**src/rtl/key_mixer_pkg.sv**
```systemverilog
// Shared defaults for the RC5 key-expansion front end: word/key geometry,
// magic constants and the derived address widths.
package key_mixer_pkg;

  localparam int W_DEFAULT        = 32;
  localparam int U_DEFAULT        = 4;
  localparam int B_DEFAULT        = 16;
  localparam int R_DEFAULT        = 12;
  localparam int T_DEFAULT        = 2 * (R_DEFAULT + 1);
  localparam int C_DEFAULT        = B_DEFAULT / U_DEFAULT;
  localparam int B_LENGTH_DEFAULT = $clog2(B_DEFAULT);
  localparam int C_LENGTH_DEFAULT = $clog2(C_DEFAULT);
  localparam int T_LENGTH_DEFAULT = $clog2(T_DEFAULT);

  localparam logic [31:0] P_PROD     = 32'hB7E15163;
  localparam logic [31:0] Q_PROD     = 32'h9E3779B9;
  localparam logic [31:0] QW_DEFAULT = 32'd5;
  localparam logic [31:0] PW_DEFAULT = 32'd10;

  // Next L word: shift the previous word up a byte and append the key byte.
  function automatic logic [W_DEFAULT-1:0] shift_in_byte(input logic [W_DEFAULT-1:0] word,
                                                         input logic [7:0]            key_byte);
    return (word << 8) | W_DEFAULT'(key_byte);
  endfunction

endpackage

```
**src/rtl/key_mixer_s_init.sv**
```systemverilog
// S-table progression engine: write counter, Q adder and S_done flag.
// KEYMIXER_PW_INIT_EN: start at index 0 and seed S[0] with pW.
module key_mixer_s_init
  import key_mixer_pkg::*;
#(
  parameter int               w        = W_DEFAULT,
  parameter int               t        = T_DEFAULT,
  parameter int               t_length = T_LENGTH_DEFAULT,
`ifdef KEYMIXER_PW_INIT_EN
  parameter logic [w-1:0]     pW       = w'(PW_DEFAULT),
`endif
  parameter logic [w-1:0]     qW       = w'(QW_DEFAULT)
) (
  input  logic                clk1,
  input  logic                rst,
  input  logic [w-1:0]        S_sub_i,
  output logic [t_length-1:0] S_address,
  output logic [w-1:0]        S_sub_i_prima,
  output logic                S_done
);

`ifdef KEYMIXER_PW_INIT_EN
  localparam logic [t_length-1:0] ADDR_START = t_length'(0);
`else
  localparam logic [t_length-1:0] ADDR_START = t_length'(1);
`endif
  localparam logic [t_length-1:0] ADDR_LAST = t_length'(t - 1);

  logic [t_length-1:0] addr_r;
  logic                done_r;

  // Walk the write index up to t-1, then latch done and freeze.
  always_ff @(posedge clk1) begin
    if (!rst) begin
      addr_r <= ADDR_START;
      done_r <= 1'b0;
    end else if (!done_r) begin
      if (addr_r == ADDR_LAST) begin
        done_r <= 1'b1;
      end else begin
        addr_r <= addr_r + t_length'(1);
      end
    end
  end

  // Next S entry; index 0 only occurs on the very first cycle when seeding is on.
  always_comb begin
    S_sub_i_prima = S_sub_i + qW;
`ifdef KEYMIXER_PW_INIT_EN
    if (addr_r == t_length'(0)) begin
      S_sub_i_prima = pW;
    end else begin
      S_sub_i_prima = S_sub_i + qW;
    end
`endif
  end

  assign S_address = addr_r;
  assign S_done    = done_r;

endmodule

```
**src/rtl/key_mixer.sv**
```systemverilog
// RC5 key-expansion front end: loads key bytes into L words and fills the S
// table concurrently. KEYMIXER_PW_INIT_EN adds pW and seeds S[0] internally.
module key_mixer
  import key_mixer_pkg::*;
#(
  parameter int               b        = B_DEFAULT,
  parameter int               b_length = B_LENGTH_DEFAULT,
  parameter int               w        = W_DEFAULT,
  parameter int               u        = U_DEFAULT,
  parameter int               c_length = C_LENGTH_DEFAULT,
  parameter int               t        = T_DEFAULT,
  parameter int               t_length = T_LENGTH_DEFAULT,
`ifdef KEYMIXER_PW_INIT_EN
  parameter logic [w-1:0]     pW       = w'(PW_DEFAULT),
`endif
  parameter logic [w-1:0]     qW       = w'(QW_DEFAULT)
) (
  input  logic                clk1,
  input  logic                rst,
  input  logic [7:0]          key_sub_i,
  output logic [b_length-1:0] key_address,
  input  logic [w-1:0]        L_sub_i,
  output logic [c_length-1:0] L_address,
  output logic [w-1:0]        L_sub_i_prima,
  output logic                L_done,
  input  logic [w-1:0]        S_sub_i,
  output logic [t_length-1:0] S_address,
  output logic [w-1:0]        S_sub_i_prima,
  output logic                S_done
);

  localparam int U_SHIFT = $clog2(u);

  logic [b_length-1:0] key_addr_r;
  logic                l_done_r;

  // Key bytes are consumed from the top down so each word ends little-endian.
  always_ff @(posedge clk1) begin
    if (!rst) begin
      key_addr_r <= b_length'(b - 1);
      l_done_r   <= 1'b0;
    end else if (!l_done_r) begin
      if (key_addr_r == b_length'(0)) begin
        l_done_r <= 1'b1;
      end else begin
        key_addr_r <= key_addr_r - b_length'(1);
      end
    end
  end

  assign key_address   = key_addr_r;
  assign L_address     = c_length'(key_addr_r >> U_SHIFT);
  assign L_sub_i_prima = (L_sub_i << 8) | w'(key_sub_i);
  assign L_done        = l_done_r;

  key_mixer_s_init #(
    .w        (w),
    .t        (t),
    .t_length (t_length),
`ifdef KEYMIXER_PW_INIT_EN
    .pW       (pW),
`endif
    .qW       (qW)
  ) u_s_init (
    .clk1          (clk1),
    .rst           (rst),
    .S_sub_i       (S_sub_i),
    .S_address     (S_address),
    .S_sub_i_prima (S_sub_i_prima),
    .S_done        (S_done)
  );

endmodule

```
**config.mk**
```make
export PLATFORM = sky130hd
export DESIGN_NAME = key_mixer
export DESIGN_NICKNAME = d
export VERILOG_FILES = /design/src/rtl/key_mixer_pkg.sv /design/src/rtl/key_mixer_s_init.sv /design/src/rtl/key_mixer.sv
export SDC_FILE = /design/constraint.sdc
export NUM_CORES = 1
export LEC_CHECK = 0
export BUFFER_PORTS_ARGS = -buffer_cell sky130_fd_sc_hd__buf_2
export CORE_ASPECT_RATIO = 1.1
export CORE_UTILIZATION = 37
export CTS_CLUSTER_DIAMETER = 50
export DETAILED_ROUTE_END_ITERATION = 8
export GPL_TIMING_DRIVEN = 0
export PLACE_DENSITY = 0.85
export SLEW_MARGIN = 15
export SYNTH_ARGS = -nofsm -noshare
export SYNTH_HDL_FRONTEND = slang
export SYNTH_SLANG_ARGS = --single-unit
```
**constraint.sdc**
```tcl
create_clock -name clk1 -period 3.8 [get_ports clk1]
set_clock_uncertainty 0.1 [all_clocks]
set_input_delay 0.19 -clock clk1 [delete_from_list [all_inputs] [get_ports clk1]]
set_output_delay 0.19 -clock clk1 [all_outputs]
set_load 0.01 [all_outputs]
```
==> results of run 1 <==
[final cells by class]
cell class / instances / area, um2
repair buffers: 110 / 551
inverters: 5 / 18.8
fillers: 334 / 1410
flip-flops and latches: 11 / 220
clock buffers: 3 / 22.5
well taps: 48 / 60.1
multi-input cells: 112 / 836
clock inverters: 1 / 5.00
plain buffers: 35 / 259
[critical path: stages]
cell and delay, ps:
buf_2 110, ha_1 200, o211a_1 240, nor3b_4 450, nand4_1 170, xnor2_1 180
buf_2 150
[power groups by stage]
stage	logic, mW	clock network (mW)	registers [mW]
after detailed placement	0.178	0	0.133
final	0.177	0.0824	0.130
after floorplan	0.0965	0	0.135
after CTS	0.179	0.0846	0.130
after global placement	0.175	0	0.133
after global routing	0.192	0.0882	0.131
[worst paths after layout]
| path | cells after the start | slack (ps) | endpoint | start |
|---|---|---|---|---|
| max | 7 | 1810 | S_sub_i_prima[16] | S_sub_i[0] |
| max reg2reg | 6 | 2290 | u_s_init.S_address[0] | u_s_init.S_address[1] |
| min reg2reg | 2 | 440 | key_address[1] | key_address[1] |
| min | 2 | 50 | u_s_init.S_done | rst |
[per-layer routing]
metal	up-vias	track usage [%]	part of all wire (%)
li1	746	-	-
met1	665	15.7	37
met2	77	30.6	53
met3	4	2.79	9.1
met4	0	5.36	0.89
met5	-	0	0
[cells in the final DEF, fill, tap and decap left out, types with 4 or more instances in the layout]
master   netlist  layout
nor2_1         4       4
nand3_1       13      13
dfxtp_1       11      11
inv_1          5       5
ha_1           4       4
and3_1         4       4
buf_2          0     110
buf_4         34      34
nand4_1       11      11
and2_1         5       5
xnor2_1       33      33
nand2_1       12      12
[state kept, by name, summed over array words and instances (netlist names)]
name and count:
key_address 4, u_s_init.S_done 1, u_s_init.S_address 5, L_done 1
[kinds of logic (layout without fill, tap and decap cells)]
| group | Yosys count | count (layout) | share of synthesized area (%) |
|---|---|---|---|
| simple gates | 65 | 65 | 31.2 |
| flops | 11 | 11 | 16.5 |
| compound gates | 7 | 7 | 4.03 |
| xor+xnor | 36 | 36 | 23.6 |
| fa+ha+maj | 4 | 4 | 3.75 |
| buf+inv | 40 | 154 | 20.8 |
[metrics by stage]
stage	hold WS (ps)	utilization, %
6_report	46.4	58.2
5_1_grt	59.9	58.2
4_1_cts	41.6	58.2
3_5_place_dp	326	57.4
3_3_place_gp	323	57.4
2_1_floorplan	218	-
==> impl_results.md, run 1 <==
* Status: finished clean
* H-tree levels at 1
* Die Height at 65.0 um
* Row Count at 22
* Count of final setup violators at 0
* First-pass GRT wire length at 4.73 mm
* CP endpoint kind: primary output
* Post-CTS Hold Buffers at 0
* Tcrit/Tclk final at 52.3%
* Crit path time final at 1990 ps
* Antenna Cells at 0
* Register share of total power at 33.4%
* Largest net degree at the start of global routing at 11
* Synth Cell Area at 0.00133 mm2
* CTS Root Cell: clkbuf_4
* Residual DRC count at 0
* Hold Fails Final Rpt at 0
* Post-Layout Inst Area at 0.00197 mm2
* Core area at 0.00339 mm2
* Post-cts sizing count at 0
* Synth Net Count at 241
* Area share of the largest cell type after synthesis at 21.7%
* Post-synth EDFFs at 0
* CP Max Fanout at 10
* Clk pwr share at 21.2%
* Synth-to-Final Area Change at 47.8%
* Drt pass-1 iters at 4
* DR iter-0 viols at 44
* Clock Path Buffers at 2
* Peak supply drop at 0.146 mV
* Top-count cell post-synth: buf_4
* Die Wd at 59.2 um
* CP Class: primary input to primary output
* Vias at 1492
* Fin nets at 356
* Leak at 1.03 nW
* Post-synthesis sequential area ratio at 16.5%
* Data arrival time of the worst path at 1700 ps
* I/O pin count at 151
* Mean Syn Cell Area at 8.18 um2
* Int Pwr at 254 uW
* Top FF cell, synth: dfxtp_1
* Hpwl dp at 2.83 mm
* Ys async rst share at 0%
* Area after DPL at 0.00194 mm2
* Grt ovf at 0
* Vias in the first global route at 1178
* Setup TNS at 0 ps
* Initial antenna violation count at 0
* Non-filler cells in the finished layout at 325
* Ys Warns at 0
* Post-Synthesis Cells at 163
* RSZ-0062 raised after global routing: false
* Worst slew pin tran at 553 ps
* Routed Antenna Nets at 0
* Layout cells sized above 1 at 55.6%
* Detail-routed via count per cell at 4.59
* #FFs+latches synth at 11
* Unique masters post-synth at 30
* Final Worst Setup Slack at 1810 ps
* Clk sinks at 11
* Drt total wl at 3.25 mm
* Pwr per Cell Area at 197 mW/mm2
* Starting Density at 39.4%
* Synth cell count leaders: buf_4 (34), xnor2_1 (33), nand3_1 (13)
* Max-slew violations at 0
* Hold crit path type: primary input to flop
* Setup bufs post-CTS at 0
* Clk_lat worst skew at 270 ps
* GRT Overall Usage at 15.6%
* Max cap viols at 0
* Post-synth top area cell: xnor2_1
* Area contributors post-synth: xnor2_1 (22%), buf_4 (19%), dfxtp_1 (17%)
* Die ar. at 0.00385 mm2
* Final Wtd Congestion at 0.664
* Switching pwr at 135 uW
* CTS tree: done
* CTS buffer count at 3
* Comb power frac at 45.4%
* Fmax at 0.503 GHz
* Worst-path clk slew at 70 ps
* Wire per inst at 9.99 um
* Critical path required time at 3510 ps
* Placed Cells incl. Taps at 321
* Relative slew slack at 62.8%
* Switching portion of total power at 34.7%
* CP Launch Type: primary input
* Worst slack at placement at 1790 ps
* # port buffers at 110
* Pwr Total at 389 uW
Note: power is estimated with default switching activity, not from simulation.
==> run 2, diff against run 1 <==
--- a/config.mk
+++ b/config.mk
@@ -7,11 +7,11 @@
 export LEC_CHECK = 0
 export BUFFER_PORTS_ARGS = -buffer_cell sky130_fd_sc_hd__buf_2
 export CORE_ASPECT_RATIO = 1.1
-export CORE_UTILIZATION = 37
+export CORE_UTILIZATION = 31
 export CTS_CLUSTER_DIAMETER = 50
 export DETAILED_ROUTE_END_ITERATION = 8
 export GPL_TIMING_DRIVEN = 0
-export PLACE_DENSITY = 0.85
+export PLACE_DENSITY = 0.76
 export SLEW_MARGIN = 15
 export SYNTH_ARGS = -nofsm -noshare
 export SYNTH_HDL_FRONTEND = slang
==> constraint.sdc (replaced) <==
create_clock -name clk1 -period 1.8 [get_ports clk1]
set_clock_uncertainty 0.1 [all_clocks]
set_input_delay 0.09 -clock clk1 [delete_from_list [all_inputs] [get_ports clk1]]
set_output_delay 0.09 -clock clk1 [all_outputs]
set_load 0.01 [all_outputs]
==> impl_results.md, run 2 (synthesized netlist as in run 1, its figures left out) <==
* Hold path depth at 2
* CP cell instances: buf_2, ha_1, o211a_4, nor3b_4, buf_4, buf_4, xor2_1, buf_2
* CP bufs+invs at 4
* Clock Path Buffers at 2
* R2R Path End: u_s_init.S_address[0]
* Clk sinks at 11
* Initial antenna violation count at 0
* Clk_lat worst skew at 230 ps
* Hpwl dp at 3.00 mm
* Grt ovf at 0
* CTS Root Cell: clkbuf_8
* Die Height at 70.8 um
* Leak at 1.04 nW
* Pwr per Cell Area at 441 mW/mm2
* Vias in the first global route at 1318
* Switching portion of total power at 31.4%
* CTS buffer count at 3
* Starting Density at 32.9%
* I/O pin count at 151
* Non-filler cells in the finished layout at 332
* Reg-to-reg slack, setup at 280 ps
* Top Family by Delay on Critical Path: buffers and inverters
* RSZ-0062 raised after global routing: false
* H-tree levels at 1
* Max cap viols at 0
* Antenna Cells at 0
* CTS tree: done
* Comb power frac at 42.3%
* Largest net degree at the start of global routing at 11
* Switching pwr at 281 uW
* Tcrit/Tclk final at 89.9%
* Min-Delay Endpoint: L_sub_i_prima[27]
* CP Class: primary input to primary output
* Drt pass-1 iters at 4
* Vias at 1508
* Setup TNS at 0 ps
* Synth-to-Final Area Change at 52.0%
* Clk pwr share at 26.8%
* Crit path time final at 1620 ps
* Hold Fails Final Rpt at 0
* Layout cells sized above 1 at 55.7%
* Most frequent cells in the layout: buf_2 (110), buf_4 (36), xnor2_1 (33)
* Fillcell total at 415
* Data arrival time of the worst path at 1430 ps
* Core area at 0.00405 mm2
* Die Wd at 64.5 um
* Worst slew pin tran at 550 ps
* Detail-routed via count per cell at 4.54
* Fmax at 0.618 GHz
* Residual DRC count at 0
* Hold Path Origin: L_sub_i[19]
* Status: finished clean
* Int Pwr at 613 uW
* First-pass GRT wire length at 5.33 mm
* Die ar. at 0.00457 mm2
* Peak supply drop at 0.429 mV
* Fin nets at 359
* Hold crit path type: primary input to primary output
* CP endpoint kind: primary output
* Relative slew slack at 63.0%
* Drt total wl at 3.47 mm
* GRT Overall Usage at 14.2%
* CP Launch Type: primary input
* R2r worst-path depth at 6
* CP Max Fanout at 10
* # port buffers at 110
* Max-slew violations at 0
* Row Count at 24
* DR iter-0 viols at 18
* Commonest non-fill, non-tap cell in the layout: buf_2
* CP max stage cell: o211a_4
* Worst reg2reg startpoint: u_s_init.S_address[1]
* Placed Cells incl. Taps at 325
* Critical path's largest stage delay at 270 ps
* Wire per inst at 10.4 um
* Final Wtd Congestion at 0.837
* Critical path required time at 1610 ps
* Routed Antenna Nets at 0
* Register share of total power at 30.9%
* Max FFs per register at 5
* Count of final setup violators at 0
-- run 2: worst max-delay path by stage --
stage	cells past startpoint	slack, ps	start	end
after floorplan	6	400	u_s_init.S_address[1]	u_s_init.S_address[0]
after global placement	7	50	S_sub_i[0]	S_sub_i_prima[16]
after detailed placement	7	20	S_sub_i[0]	S_sub_i_prima[16]
after CTS	7	30	S_sub_i[0]	S_sub_i_prima[16]
after global routing	6	30	S_sub_i[5]	S_sub_i_prima[31]
final	8	180	S_sub_i[0]	S_sub_i_prima[12]
-- run 2: power groups by stage --
stage / Clock, mW / Sequential [mW] / Combinational (mW)
global route: 0.260 / 0.278 / 0.413
floorplan: 0 / 0.285 / 0.204
finish: 0.240 / 0.276 / 0.378
detailed placement: 0 / 0.281 / 0.378
global placement: 0 / 0.281 / 0.370
CTS: 0.247 / 0.276 / 0.380
-- run 2: area by class of cell --
cell class / instances / area, um2 / area share, %
flip-flops and latches: 11 / 220 / 10.9
plain buffers: 35 / 259 / 12.8
repair buffers: 113 / 576 / 28.4
inverters: 5 / 18.8 / 0.926
well taps: 52 / 65.1 / 3.21
multi-input cells: 112 / 843 / 41.6
clock buffers: 4 / 45.0 / 2.22
-- run 2: routing by layer --
| layer | GRT usage [%] | vias to the layer above | share of wire (%) |
|---|---|---|---|
| li1 | - | 757 | - |
| met3 | 2.58 | 8 | 8.6 |
| met1 | 14.7 | 659 | 36 |
| met5 | 0 | - | 0 |
| met2 | 27.7 | 84 | 53 |
| met4 | 5.19 | 0 | 2.1 |
-- run 2: stage by stage --
| stage | total power, mW | hold WS, ps | area (um2) | util (%) | setup slack, ps |
|---|---|---|---|---|---|
| 2_1_floorplan | 0.488 | 118 | 1330 | - | 396 |
| 3_3_place_gp | 0.651 | 214 | 1950 | 48.1 | 48.8 |
| 3_5_place_dp | 0.659 | 218 | 1950 | 48.1 | 24.5 |
| 4_1_cts | 0.904 | 263 | 2000 | 49.4 | 26.9 |
| 5_1_grt | 0.952 | 266 | 2030 | 50.0 | 26.8 |
| 6_report | 0.894 | 263 | 2030 | 50.0 | 181 |
-- run 2: what timing repair did --
item | in CTS | in global routing
endpoints found under the hold margin | 1 | 0
setup endpoints to repair | 0 | 9
hold buffers | 1 | 0
buffers inserted | 0 | 2
resized for setup | 0 | 1
==> run 3, diff against run 2 <==
--- a/config.mk
+++ b/config.mk
@@ -6,7 +6,6 @@
 export NUM_CORES = 1
 export LEC_CHECK = 0
 export BUFFER_PORTS_ARGS = -buffer_cell sky130_fd_sc_hd__buf_2
-export CORE_ASPECT_RATIO = 1.1
 export CORE_UTILIZATION = 31
 export CTS_CLUSTER_DIAMETER = 50
 export DETAILED_ROUTE_END_ITERATION = 8
==> impl_results.md, run 3 (synthesized netlist as in run 1, its figures left out) <==
* CP Class: primary input to primary output
* Max cap viols at 0
* Clk_lat worst skew at 230 ps
* Final Worst Setup Slack at 138 ps
* Pwr per Cell Area at 439 mW/mm2
* Max FFs per register at 5
* Commonest non-fill, non-tap cell in the layout: buf_2
* Core area at 0.00406 mm2
* Layout cells sized above 1 at 55.2%
* Data arrival time of the worst path at 1470 ps
* Peak supply drop at 0.648 mV
* CTS tree: done
* Placed Cells incl. Taps at 323
* CP Launch Type: primary input
* Pwr Total at 887 uW
* CTS buffer count at 3
* Wire per inst at 9.98 um
* Hold Path Origin: L_sub_i[4]
* Die Height at 67.6 um
* I/O pin count at 151
* Hold Fails Final Rpt at 0
* First-pass GRT wire length at 4.53 mm
* Util after Layout at 49.8%
* CTS Root Cell: clkbuf_8
* Non-filler cells in the finished layout at 329
* H-tree levels at 1
* Hold crit path type: primary input to primary output
* Max-slew violations at 0
* Post-cts sizing count at 0
* Crit path launch: S_sub_i[9]
* Critical path required time at 1610 ps
* Most frequent cells in the layout: buf_2 (110), buf_4 (34), xnor2_1 (33)
* # port buffers at 110
* Largest net degree at the start of global routing at 11
* Residual DRC count at 0
* CP endpoint kind: primary output
* Worst reg2reg startpoint: u_s_init.S_address[1]
* Routed Antenna Nets at 0
* Status: finished clean
* Clk sinks at 11
* Fmax at 0.602 GHz
* Worst slack at placement at -0.950 ps
* Row Count at 23
* Die ar. at 0.00457 mm2
* Worst slew pin tran at 562 ps
* Leak at 1.04 nW
* Crit path time final at 1660 ps
* Drt pass-1 iters at 4
* Synth-to-Final Area Change at 51.6%
* Initial antenna violation count at 0
* Starting Density at 32.9%
* Count of final setup violators at 0
* Vias at 1450
* Tcrit/Tclk final at 92.3%
* Detail-routed via count per cell at 4.41
* Reg-to-reg slack, setup at 310 ps
* CP Max Fanout at 10
* GRT Overall Usage at 12.6%
* Hpwl dp at 2.83 mm
* Fin nets at 358
* DR iter-0 viols at 11
* Final Wtd Congestion at 0.712
* Vias in the first global route at 1141
* Antenna Cells at 0
* Grt ovf at 0
* Die Wd at 67.6 um
* Drt total wl at 3.29 mm
* Relative slew slack at 62.2%
* Clock Path Buffers at 2
==> run 3: cell count changes in the layout (fill, tap and decap cells not counted), sizes merged <==
cell / previous run / this run
buf: 146 / 145
==> run 3: repair_timing <==
action,in CTS,in global routing
endpoints found under the hold margin,1,0
endpoints found under the setup margin,0,10
setup buffers,0,1
hold buffers,1,0
==> run 3: critical path: stages <==
cell and delay [ps]:
buf_2 110, nand3_1 180, nor4_4 540, nand4_1 180, xnor2_1 200, buf_2 160
==> run 3: metrics by stage <==
step / instance area [um2] / hold WS, ps / setup TNS [ps]
6_report: 2020 / 263 / 0
4_1_cts: 2000 / 263 / 0
3_3_place_gp: 1950 / 210 / 0
2_1_floorplan: 1330 / 118 / 0
3_5_place_dp: 1950 / 224 / -0.950
5_1_grt: 2020 / 266 / -14.7
==> run 3: path summary, 6_finish.rpt <==
| kind | to | cells past startpoint |
|---|---|---|
| worst min-delay path | L_sub_i_prima[12] | 2 |
| worst min register to register | key_address[1] | 2 |
| worst max-delay path | S_sub_i_prima[27] | 6 |
| worst max register to register | u_s_init.S_address[0] | 6 |
==> run 3: final cells by class <==
type,instances,area (um2)
multi-input cells,112,836
flip-flops and latches,11,220
plain buffers,35,259
inverters,5,18.8
well taps,50,62.6
clock buffers,4,45.0
repair buffers,112,581
fillers,389,2040
==> run 3: layer usage <==
metal	GRT usage, %	part of all wire (%)	wire length, um	vias up
met5	0	0	0	-
met4	1.60	0.18	6	0
met3	1.18	9.5	313	2
met2	26.7	52	1690	80
met1	13.0	39	1270	613
li1	-	-	-	755
==> run 3: power breakdown <==
group,total (mW),switching (mW),internal (mW)
combinational,0.373,0.175,0.198
clock,0.239,0.0840,0.155
sequential,0.275,0.0161,0.259
